==> src/rtl/multicycle_control_unit.sv <==
// Multicycle MIPS control FSM: FETCH/DECODE/EXEC/MEM/WB sequencing with memory
// handshakes, configurable EXEC latency, optional hit timeout and retired-instruction count.
module multicycle_control_unit #(
    parameter int unsigned EXEC_CYCLES = 1,
    parameter int unsigned MEM_TIMEOUT = 0,
    parameter int unsigned CNT_W       = 32
) (
    input  logic             CLK,
    input  logic             RST,
    input  logic             ihit,
    input  logic             dhit,
    input  logic [5:0]       opcode,
    input  logic [5:0]       funct,
    input  logic             zero,
    output logic             iREN,
    output logic             irWEN,
    output logic             pcWEN,
    output logic             dREN,
    output logic             dWEN,
    output logic             regWEN,
    output logic [1:0]       regsrc,
    output logic [1:0]       regdst,
    output logic             extsel,
    output logic [1:0]       alusrc,
    output logic [3:0]       aluop,
    output logic             halt,
    output logic             fault,
    output logic [CNT_W-1:0] instret
);

    localparam logic [2:0] FETCH  = 3'd0;
    localparam logic [2:0] DECODE = 3'd1;
    localparam logic [2:0] EXEC   = 3'd2;
    localparam logic [2:0] MEM    = 3'd3;
    localparam logic [2:0] WB     = 3'd4;
    localparam logic [2:0] HALT   = 3'd5;

    localparam logic [5:0] OP_RTYPE = 6'h00;
    localparam logic [5:0] OP_J     = 6'h02;
    localparam logic [5:0] OP_JAL   = 6'h03;
    localparam logic [5:0] OP_BEQ   = 6'h04;
    localparam logic [5:0] OP_BNE   = 6'h05;
    localparam logic [5:0] OP_ADDIU = 6'h09;
    localparam logic [5:0] OP_SLTI  = 6'h0A;
    localparam logic [5:0] OP_SLTIU = 6'h0B;
    localparam logic [5:0] OP_ANDI  = 6'h0C;
    localparam logic [5:0] OP_ORI   = 6'h0D;
    localparam logic [5:0] OP_XORI  = 6'h0E;
    localparam logic [5:0] OP_LUI   = 6'h0F;
    localparam logic [5:0] OP_LW    = 6'h23;
    localparam logic [5:0] OP_SW    = 6'h2B;
    localparam logic [5:0] OP_HALT  = 6'h3F;

    localparam logic [5:0] F_SLL  = 6'h00;
    localparam logic [5:0] F_SRL  = 6'h02;
    localparam logic [5:0] F_JR   = 6'h08;
    localparam logic [5:0] F_ADD  = 6'h20;
    localparam logic [5:0] F_ADDU = 6'h21;
    localparam logic [5:0] F_SUB  = 6'h22;
    localparam logic [5:0] F_SUBU = 6'h23;
    localparam logic [5:0] F_AND  = 6'h24;
    localparam logic [5:0] F_OR   = 6'h25;
    localparam logic [5:0] F_XOR  = 6'h26;
    localparam logic [5:0] F_NOR  = 6'h27;
    localparam logic [5:0] F_SLT  = 6'h2A;
    localparam logic [5:0] F_SLTU = 6'h2B;

    localparam logic [3:0] ALU_SLL  = 4'd0;
    localparam logic [3:0] ALU_SRL  = 4'd1;
    localparam logic [3:0] ALU_ADD  = 4'd2;
    localparam logic [3:0] ALU_SUB  = 4'd3;
    localparam logic [3:0] ALU_AND  = 4'd4;
    localparam logic [3:0] ALU_OR   = 4'd5;
    localparam logic [3:0] ALU_XOR  = 4'd6;
    localparam logic [3:0] ALU_NOR  = 4'd7;
    localparam logic [3:0] ALU_SLT  = 4'd8;
    localparam logic [3:0] ALU_SLTU = 4'd9;

    localparam logic [1:0] RS_ALU = 2'd0;
    localparam logic [1:0] RS_MEM = 2'd1;
    localparam logic [1:0] RS_PC  = 2'd2;
    localparam logic [1:0] RS_LUI = 2'd3;
    localparam logic [1:0] RD_RT  = 2'd0;
    localparam logic [1:0] RD_RD  = 2'd1;
    localparam logic [1:0] RD_R31 = 2'd2;
    localparam logic       EXT_ZERO = 1'b0;
    localparam logic       EXT_SIGN = 1'b1;
    localparam logic [1:0] AS_REG   = 2'd0;
    localparam logic [1:0] AS_IMM   = 2'd1;
    localparam logic [1:0] AS_SHAMT = 2'd2;

    localparam int unsigned TW = (MEM_TIMEOUT > 1) ? $clog2(MEM_TIMEOUT) : 1;
    localparam logic [TW-1:0] TLAST = TW'((MEM_TIMEOUT > 0) ? MEM_TIMEOUT - 1 : 0);

    logic [2:0]    state, nstate;
    logic [TW-1:0] wcnt;
    logic [3:0]    ecnt;
    logic          d_legal, d_extsel;
    logic [1:0]    d_regsrc, d_regdst, d_alusrc;
    logic [3:0]    d_aluop;
    logic          is_lw, is_sw, is_beq, is_bne, is_jal, is_jmp;
    logic          exec_last, wait_hit, timeout, taken, active, retire;

    always_comb begin
        d_legal  = 1'b1;
        d_regsrc = RS_ALU;
        d_regdst = RD_RT;
        d_extsel = EXT_ZERO;
        d_alusrc = AS_REG;
        d_aluop  = ALU_SLL;
        case (opcode)
            OP_RTYPE: begin
                d_regdst = RD_RD;
                case (funct)
                    F_SLL:         begin d_aluop = ALU_SLL; d_alusrc = AS_SHAMT; end
                    F_SRL:         begin d_aluop = ALU_SRL; d_alusrc = AS_SHAMT; end
                    F_ADD, F_ADDU: d_aluop = ALU_ADD;
                    F_SUB, F_SUBU: d_aluop = ALU_SUB;
                    F_AND:         d_aluop = ALU_AND;
                    F_OR:          d_aluop = ALU_OR;
                    F_XOR:         d_aluop = ALU_XOR;
                    F_NOR:         d_aluop = ALU_NOR;
                    F_SLT:         d_aluop = ALU_SLT;
                    F_SLTU:        d_aluop = ALU_SLTU;
                    F_JR:          d_regdst = RD_RT;
                    default:       d_legal = 1'b0;
                endcase
            end
            OP_ADDIU: begin d_aluop = ALU_ADD;  d_alusrc = AS_IMM; d_extsel = EXT_SIGN; end
            OP_SLTI:  begin d_aluop = ALU_SLT;  d_alusrc = AS_IMM; d_extsel = EXT_SIGN; end
            OP_SLTIU: begin d_aluop = ALU_SLTU; d_alusrc = AS_IMM; d_extsel = EXT_SIGN; end
            OP_ANDI:  begin d_aluop = ALU_AND;  d_alusrc = AS_IMM; end
            OP_ORI:   begin d_aluop = ALU_OR;   d_alusrc = AS_IMM; end
            OP_XORI:  begin d_aluop = ALU_XOR;  d_alusrc = AS_IMM; end
            OP_LUI:   begin d_aluop = ALU_ADD;  d_alusrc = AS_IMM; d_regsrc = RS_LUI; end
            OP_LW: begin
                d_aluop = ALU_ADD; d_alusrc = AS_IMM; d_extsel = EXT_SIGN; d_regsrc = RS_MEM;
            end
            OP_SW:         begin d_aluop = ALU_ADD; d_alusrc = AS_IMM; d_extsel = EXT_SIGN; end
            OP_BEQ, OP_BNE: begin d_aluop = ALU_SUB; d_extsel = EXT_SIGN; end
            OP_JAL:        begin d_regsrc = RS_PC; d_regdst = RD_R31; end
            OP_J, OP_HALT: ;
            default:       d_legal = 1'b0;
        endcase
    end

    assign is_lw     = (opcode == OP_LW);
    assign is_sw     = (opcode == OP_SW);
    assign is_beq    = (opcode == OP_BEQ);
    assign is_bne    = (opcode == OP_BNE);
    assign is_jal    = (opcode == OP_JAL);
    assign is_jmp    = (opcode == OP_J) || is_jal || (opcode == OP_RTYPE && funct == F_JR);
    assign exec_last = (ecnt == 4'(EXEC_CYCLES - 1));
    assign taken     = is_jmp || (is_beq && zero) || (is_bne && !zero);
    assign wait_hit  = (state == FETCH) ? ihit : dhit;
    // A hit in the limit cycle takes priority over the timeout.
    assign timeout   = (MEM_TIMEOUT != 0) && (state == FETCH || state == MEM) &&
                       !wait_hit && (wcnt == TLAST);

    always_comb begin
        nstate = state;
        case (state)
            FETCH:  if (ihit) nstate = DECODE; else if (timeout) nstate = HALT;
            DECODE: nstate = (opcode == OP_HALT || !d_legal) ? HALT : EXEC;
            EXEC: begin
                if (exec_last) begin
                    if (is_lw || is_sw)               nstate = MEM;
                    else if (is_jmp || is_beq || is_bne) nstate = FETCH;
                    else                              nstate = WB;
                end
            end
            MEM:     if (dhit) nstate = is_sw ? FETCH : WB; else if (timeout) nstate = HALT;
            WB:      nstate = FETCH;
            HALT:    nstate = HALT;
            default: nstate = FETCH;
        endcase
    end

    assign retire = (state == EXEC || state == MEM || state == WB) && (nstate == FETCH);

    always_ff @(posedge CLK or posedge RST) begin
        if (RST) begin
            state   <= FETCH;
            wcnt    <= '0;
            ecnt    <= '0;
            fault   <= 1'b0;
            instret <= '0;
        end else begin
            state <= nstate;
            wcnt  <= (nstate != state) ? '0 : wcnt + TW'(1);
            ecnt  <= (state == EXEC && nstate == EXEC) ? ecnt + 4'd1 : '0;
            if (nstate == HALT && state != HALT)
                fault <= !(state == DECODE && opcode == OP_HALT);
            if (retire && instret != '1)
                instret <= instret + CNT_W'(1);
        end
    end

    // FETCH is the reset state, so fetch strobes are masked while RST is held.
    always_comb begin
        active = (state == DECODE) || (state == EXEC) || (state == MEM) || (state == WB);
        iREN   = (state == FETCH) && !RST;
        irWEN  = (state == FETCH) && !RST && ihit;
        pcWEN  = ((state == FETCH) && !RST && ihit) || ((state == EXEC) && exec_last && taken);
        dREN   = (state == MEM) && is_lw;
        dWEN   = (state == MEM) && is_sw;
        regWEN = (state == WB) || ((state == EXEC) && exec_last && is_jal);
        halt   = (state == HALT);
        regsrc = active ? d_regsrc : '0;
        regdst = active ? d_regdst : '0;
        extsel = active ? d_extsel : 1'b0;
        alusrc = active ? d_alusrc : '0;
        aluop  = active ? d_aluop  : '0;
    end

endmodule

==> config.mk <==
export PLATFORM = sky130hd
export DESIGN_NAME = multicycle_control_unit
export DESIGN_NICKNAME = d
export VERILOG_FILES = /design/src/rtl/multicycle_control_unit.sv
export SDC_FILE = /design/constraint.sdc
export NUM_CORES = 1
export LEC_CHECK = 0
export ABC_AREA = 1
export ABC_CLOCK_PERIOD_IN_PS = 1700
export BUFFER_PORTS_ARGS = -buffer_cell sky130_fd_sc_hd__clkbuf_2
export CAP_MARGIN = 20
export CELL_PAD_IN_SITES_DETAIL_PLACEMENT = 0
export CELL_PAD_IN_SITES_GLOBAL_PLACEMENT = 1
export CORE_MARGIN = 8
export CORE_UTILIZATION = 36
export CTS_BUF_LIST = sky130_fd_sc_hd__clkbuf_4
export CTS_CLUSTER_SIZE = 14
export DETAILED_ROUTE_END_ITERATION = 12
export MAX_ROUTING_LAYER = met4
export PLACE_DENSITY_LB_ADDON = 0.1
export SYNTH_ARGS = -nofsm -noshare
export SYNTH_HDL_FRONTEND = slang
export SYNTH_SLANG_ARGS = --single-unit
==> constraint.sdc <==
create_clock -name CLK -period 1.7 [get_ports CLK]
set_input_delay 0.34 -clock CLK [delete_from_list [all_inputs] [get_ports CLK]]
set_output_delay 0.34 -clock CLK [all_outputs]
set_load 0.01 [all_outputs]
After elaboration in Yosys (flattened, before gate mapping)

Index checks and enable logic that the tools add are counted.

Register bits after elaboration: 40
Input port bits: 17
Output and inout bits: 51
Logic and storage cells: 113

Add/sub/neg operators: 2
Eq/ne operators: 35
Multiplexer cells: 24
Reductions and logical operators: 48

Operator list:

| cell                  | count |
|---|---|
| $eq 6x6->1 const B    | 13 |
| $eq 6x4->1 const B    | 8 |
| $pmux 4 s9            | 1 |
| $add 32x1->32 const B | 1 |
| $ne 32x32->1 const B  | 1 |
| $pmux 4 s8            | 1 |
| $mux 3                | 7 |
| $eq 6x2->1 const B    | 3 |
| $logic_and 1x1->1     | 15 |
| $logic_or 1x1->1      | 15 |
| $pmux 3 s5            | 1 |
| $reduce_or 14->1      | 1 |
| $reduce_or 13->1      | 1 |
| $eq 6x3->1 const B    | 2 |
| $logic_not 6->1       | 2 |
| $eq 3x2->1 const B    | 3 |
| $eq 3x3->1 const B    | 3 |
| $reduce_or 9->1       | 1 |
| $mux 2                | 4 |
| $mux 4                | 2 |
| $pmux 2 s2            | 2 |
| $reduce_or 2->1       | 4 |
| $reduce_or 7->1       | 1 |
| $logic_not 3->1       | 2 |
| 9 further kinds       | 15 |

Logic depth before layout (Yosys ltp)

Word-level depth: 12
Gate-level depth with buffers: 16
Gate-level depth less buffers: 15

Least setup slack after synthesis

No wires, ideal clock.

Kind: register -> register
Start: register ecnt[0]
End: register instret[17]
Library setup time: 0.117 ns
Arrival: 1.754 ns
Required time: 1.583 ns
Path slack: -0.171 ns
Cell stages (with the launch flop): 14
Path buffers: 1
Period minus slack after synthesis: 1.871 ns
Cells stage by stage: dfrtp_1 > inv_1 > ha_1 > nor3b_1 > nor2_1 > inv_2 > nand2_1 > nor2_1 > nand2_2 > nor2_4 > nand3_4 > buf_6 > nand2_2 > nand2_1

Word-level cells in the longest chain between the ends: 6

Ends and longest elaborated chain:

| what                   | line | text |
|---|---|---|
| start, declared        | 97   | `logic [3:0] ecnt;` |
| start signal, assigned | 191  | `ecnt <= (state == EXEC && nstate == EXEC) ? ecnt + 4'd1 : '0;` |
| $logic_not 4->1        | 153  | `assign exec_last = (ecnt == 4'(EXEC_CYCLES - 1));` |
| $mux 3                 | 166  | `if (exec_last) begin` |
| $pmux 3 s5             | 162  | `case (state)` |
| via nstate[1]          | 95   | `logic [2:0] state, nstate;` |
| $logic_not 3->1        | 179  | `assign retire = (state == EXEC \|\| state == MEM \|\| state == WB) && (nstate == FETCH);` |
| $logic_and 1x1->1      | 179  |  |
| $logic_and 1x1->1      | 194  | `if (retire && instret != '1)` |
| end signal, assigned   | 195  | `instret <= instret + CNT_W'(1);` |
| end, declared          | 28   | `output logic [CNT_W-1:0] instret` |

The timed path passes the listed nets, and every way through them passes these cells.
A chain may end at the register's enable or synchronous reset.

Worst setup path in the final report

Start: register state[2]
End: output extsel

Word-level cells in the longest chain between the ends: 5
Elaborated cells between the ends (all ways): 8
Those cells by class: eq/ne: 4; mux: 1; reduce/logical: 3

Ends and longest elaborated chain:

| what                                            | line | text |
|---|---|---|
| start, declared                                 | 95   |  |
| start signal, assigned                          | 189  | `state <= nstate;` |
| $eq 3x1->1 / $eq 3x2->1 (equally long branches) | 201  | `active = (state == DECODE) \|\| (state == EXEC) \|\| (state == MEM) \|\| (state == WB);` |
| $logic_or 1x1->1 (2 in series)                  | 201  |  |
| $logic_or 1x1->1 (*)                            | 201  |  |
| $mux 1 (*)                                      | 211  | `extsel = active ? d_extsel : 1'b0;` |
| end, declared                                   | 23   | `output logic extsel,` |

Mark *: on every way between the ends. The rest lies on a longest branch, timed or not.

==> flow_metrics.env <==
export IMPL_rows=34
export IMPL_cts_root_buf="clkbuf_4"
export IMPL_rsz0062_at_grt="yes"
export IMPL_ios=68
export IMPL_vias=3768
export IMPL_required_ps=1360
export IMPL_gp_congestion=0.829
export IMPL_grt_antenna_before_repair=0
export IMPL_irDropWorstVdd_v=0.000463
export IMPL_start_util_pct=36.3
export IMPL_dp_hpwl_um=7550
export IMPL_io_buffer_count=67
export IMPL_ys_warn_count=0
export IMPL_ff2ff_setup_slack_ps=-440
export IMPL_grt_pass1_wl_um=17400
export IMPL_grt_overflow_total=0
export IMPL_fmax_mhz=443
export IMPL_fp_dieArea_um2=11900
export IMPL_drive_above_1_share_pct=53.5
export IMPL_synth_cell_type_count=36
export IMPL_synth_edf_count=0
export IMPL_slew_violations=0
export IMPL_drt_iter0_drc=181
export IMPL_reg2regPathDepth=14
export IMPL_grt_max_degree=41
export IMPL_die_w_um=109
export IMPL_synth_nets=469
export IMPL_wl_per_cell_um=14.4
export IMPL_netlist_area_um2=3110
export IMPL_fin_crit_ps=2260
export IMPL_tightest_slew_ps=307
export IMPL_r2r_start="state[1]$_DFF_PP0_"
export IMPL_grt_usage_pct=18.8
export IMPL_avgSynthCellArea_um2=6.92
export IMPL_relSlewSlack_pct=79.3
export IMPL_ctsHoldBuffers=0
export IMPL_yosysTopAreaCellShare_pct=32.2
export IMPL_nNetsFinal=683
export IMPL_tritoncts="yes"
export IMPL_end_kind="output port"
export IMPL_dr_pass1_iters=4
export IMPL_chipHeight_um=109
export IMPL_r2r_end="instret[28]$_DFFE_PP0P_"
export IMPL_setup_violations=50
export IMPL_violations="negative setup slack"
export IMPL_clock_sinks=40
export IMPL_min_period_over_period_pct=133
export IMPL_synth_async_reset_ratio_pct=100
export IMPL_first_global_vias=3622
export IMPL_htreeDepth=2
export IMPL_worst_slack_ps=-558
export IMPL_yosysTopAreaCell="dfrtp_1"
export IMPL_synth_area_top_cells="dfrtp_1 (32%), nand2_1 (14%), nand3_1 (10%)"
export IMPL_num_fill_cells=773
export IMPL_ys_seq_elements=40
export IMPL_criticalPathCategory="flop to output port"
export IMPL_p_leak_nw=2.78
export IMPL_vias_per_cell=4.88
export IMPL_area_delta_synth_final_pct=73.8
export IMPL_synth_seq_area_share_pct=32.2
export IMPL_hold_viol=0
export IMPL_cts_buffer_depth=2
export IMPL_finClkSkew_ps=14.6
export IMPL_start_kind="flop"
export IMPL_synthFlopType="dfrtp_1"
export IMPL_outcome="finished, violations left"
export IMPL_finalNonFillerCells=772
export IMPL_crit_fanout=3
export IMPL_drc=0
export IMPL_min_path_type="primary input to async pin"
export IMPL_powerDensity_nw_per_um2=896
export IMPL_post_place_cells=731
export IMPL_clk_latency_ps=380
export IMPL_critPathArrivalTime_ps=1920
export IMPL_maxCapViolations=0
export IMPL_diodes=0
export IMPL_place_ws_ps=-308
export IMPL_syn_inst=449
export IMPL_cts_made_buffers=5
export IMPL_totalWireLength_um=11100
export IMPL_cts_clk_slew_worst_paths_ps=140
export IMPL_core_area_um2=8550
export IMPL_ant_nets=0
==> cell usage in the layout, fill, tap and decap left out, types with 6 or more instances in the layout <==
cell type	netlist	routed
xnor2_1	12	12
buf_12	0	6
nand3_1	63	50
nand3_2	2	12
xor2_1	19	19
nor2_2	6	13
nor2_1	55	39
dfrtp_1	40	37
buf_2	1	8
nor3_1	10	6
nand2_4	0	9
buf_4	0	124
inv_2	7	13
nand4_1	13	13
nand2_1	113	75
nand2_2	14	43
buf_6	6	19
inv_1	46	40
clkbuf_2	0	53
nor2_4	4	13
==> worst max-delay path: stages (launching register included) <==
cell	delay (ps)
dfrtp_1	440
inv_2	90
nand2_2	70
nor2_2	170
inv_2	60
nand4_1	200
buf_4	170
buf_6	110
nand2_2	50
inv_1	70
clkbuf_2	130
==> sequential cells by signal (all words and copies together) (netlist names) <==
register  flops
state         3
ecnt          4
fault         1
instret      32
==> metal layers <==
| metal | track usage (%) | up-vias | wire [µm] |
|---|---|---|---|
| met5 | - | - | 0 |
| met4 | 4.30 | 0 | 114 |
| met3 | 2.90 | 12 | 404 |
| met2 | 31.0 | 74 | 5620 |
| met1 | 23.7 | 1797 | 4940 |
| li1 | - | 1885 | - |
==> worst max-delay path by stage <==
stage / from / endpoint / slack, ps / cells after the start
global route: state[2]$_DFF_PP0_ / extsel / -660 / 10
CTS: state[0]$_DFF_PP0_ / aluop[3] / -500 / 8
finish: state[2]$_DFF_PP0_ / extsel / -560 / 10
global placement: opcode[2] / instret[23]$_DFFE_PP0P_ / -250 / 12
floorplan: ecnt[0]$_DFF_PP0_ / instret[17]$_DFFE_PP0P_ / -30 / 13
detailed placement: opcode[2] / instret[11]$_DFFE_PP0P_ / -310 / 11
==> cell families (layout without fill, tap and decap cells) <==
logic type	count (synthesis)	after routing	synth area share [%]
AND/OR/NAND/NOR	293	293	44.9
buffers and inverters	64	279	9.26
flip-flops	40	40	32.2
XOR/XNOR	31	31	8.74
AO/OA/AOI/OAI	18	18	3.70
adder cells (fa/ha/maj)	3	3	1.21
==> final cells by class <==
type / count / area, µm² / area share (%)
Sequential cell: 40 / 1000 / 18.6
Clock inverter: 3 / 42.5 / 0.788
Multi-Input combinational cell: 345 / 2240 / 41.5
Timing Repair Buffer: 217 / 1740 / 32.1
Tap cell: 108 / 135 / 2.50
Clock buffer: 5 / 37.5 / 0.695
Inverter: 54 / 204 / 3.78
==> repair_timing <==
action                                 4_1_cts  5_1_grt
resized for setup                           65       81
gates cloned                                 6        2
endpoints found under the hold margin        0        0
buffers inserted                            27        8
setup endpoints to repair                   50       54
pin swaps                                   23       25
==> synth_stat cells, types with 2 or more instances <==
cell type	n
buf_6	6
nor2_4	4
inv_1	46
dfrtp_1	40
nor4_1	4
xnor2_1	12
inv_2	7
xor2_1	19
nor2_2	6
nor3_1	10
nand3_1	63
nor3_2	2
clkbuf_1	3
nor3b_1	2
ha_1	3
o21ai_0	5
nand4_1	13
nand3_4	2
nand3_2	2
nor2_1	55
a21oi_1	5
nand2_2	14
nand2_1	113
==> where the power goes <==
group | switching (mW) | internal, mW | leakage [nW]
Clock | 0.364 | 0.307 | 0.0412
Sequential | 0.0868 | 1.03 | 0.541
Combinational | 1.45 | 1.60 | 2.20
==> stage by stage <==
step	utilization, %	TNS, ps	instance area, µm²	power, mW	hold WS (ps)
2_1_floorplan	-	-746	3200	2.03	450
3_3_place_gp	52.4	-8670	4480	2.68	427
3_5_place_dp	52.4	-9960	4480	2.72	433
4_1_cts	60.1	-18350	5140	4.50	51.4
5_1_grt	63.2	-25110	5400	5.09	40.6
6_report	63.2	-20290	5400	4.84	41.9
Note: power is estimated with default switching activity, not from simulation.
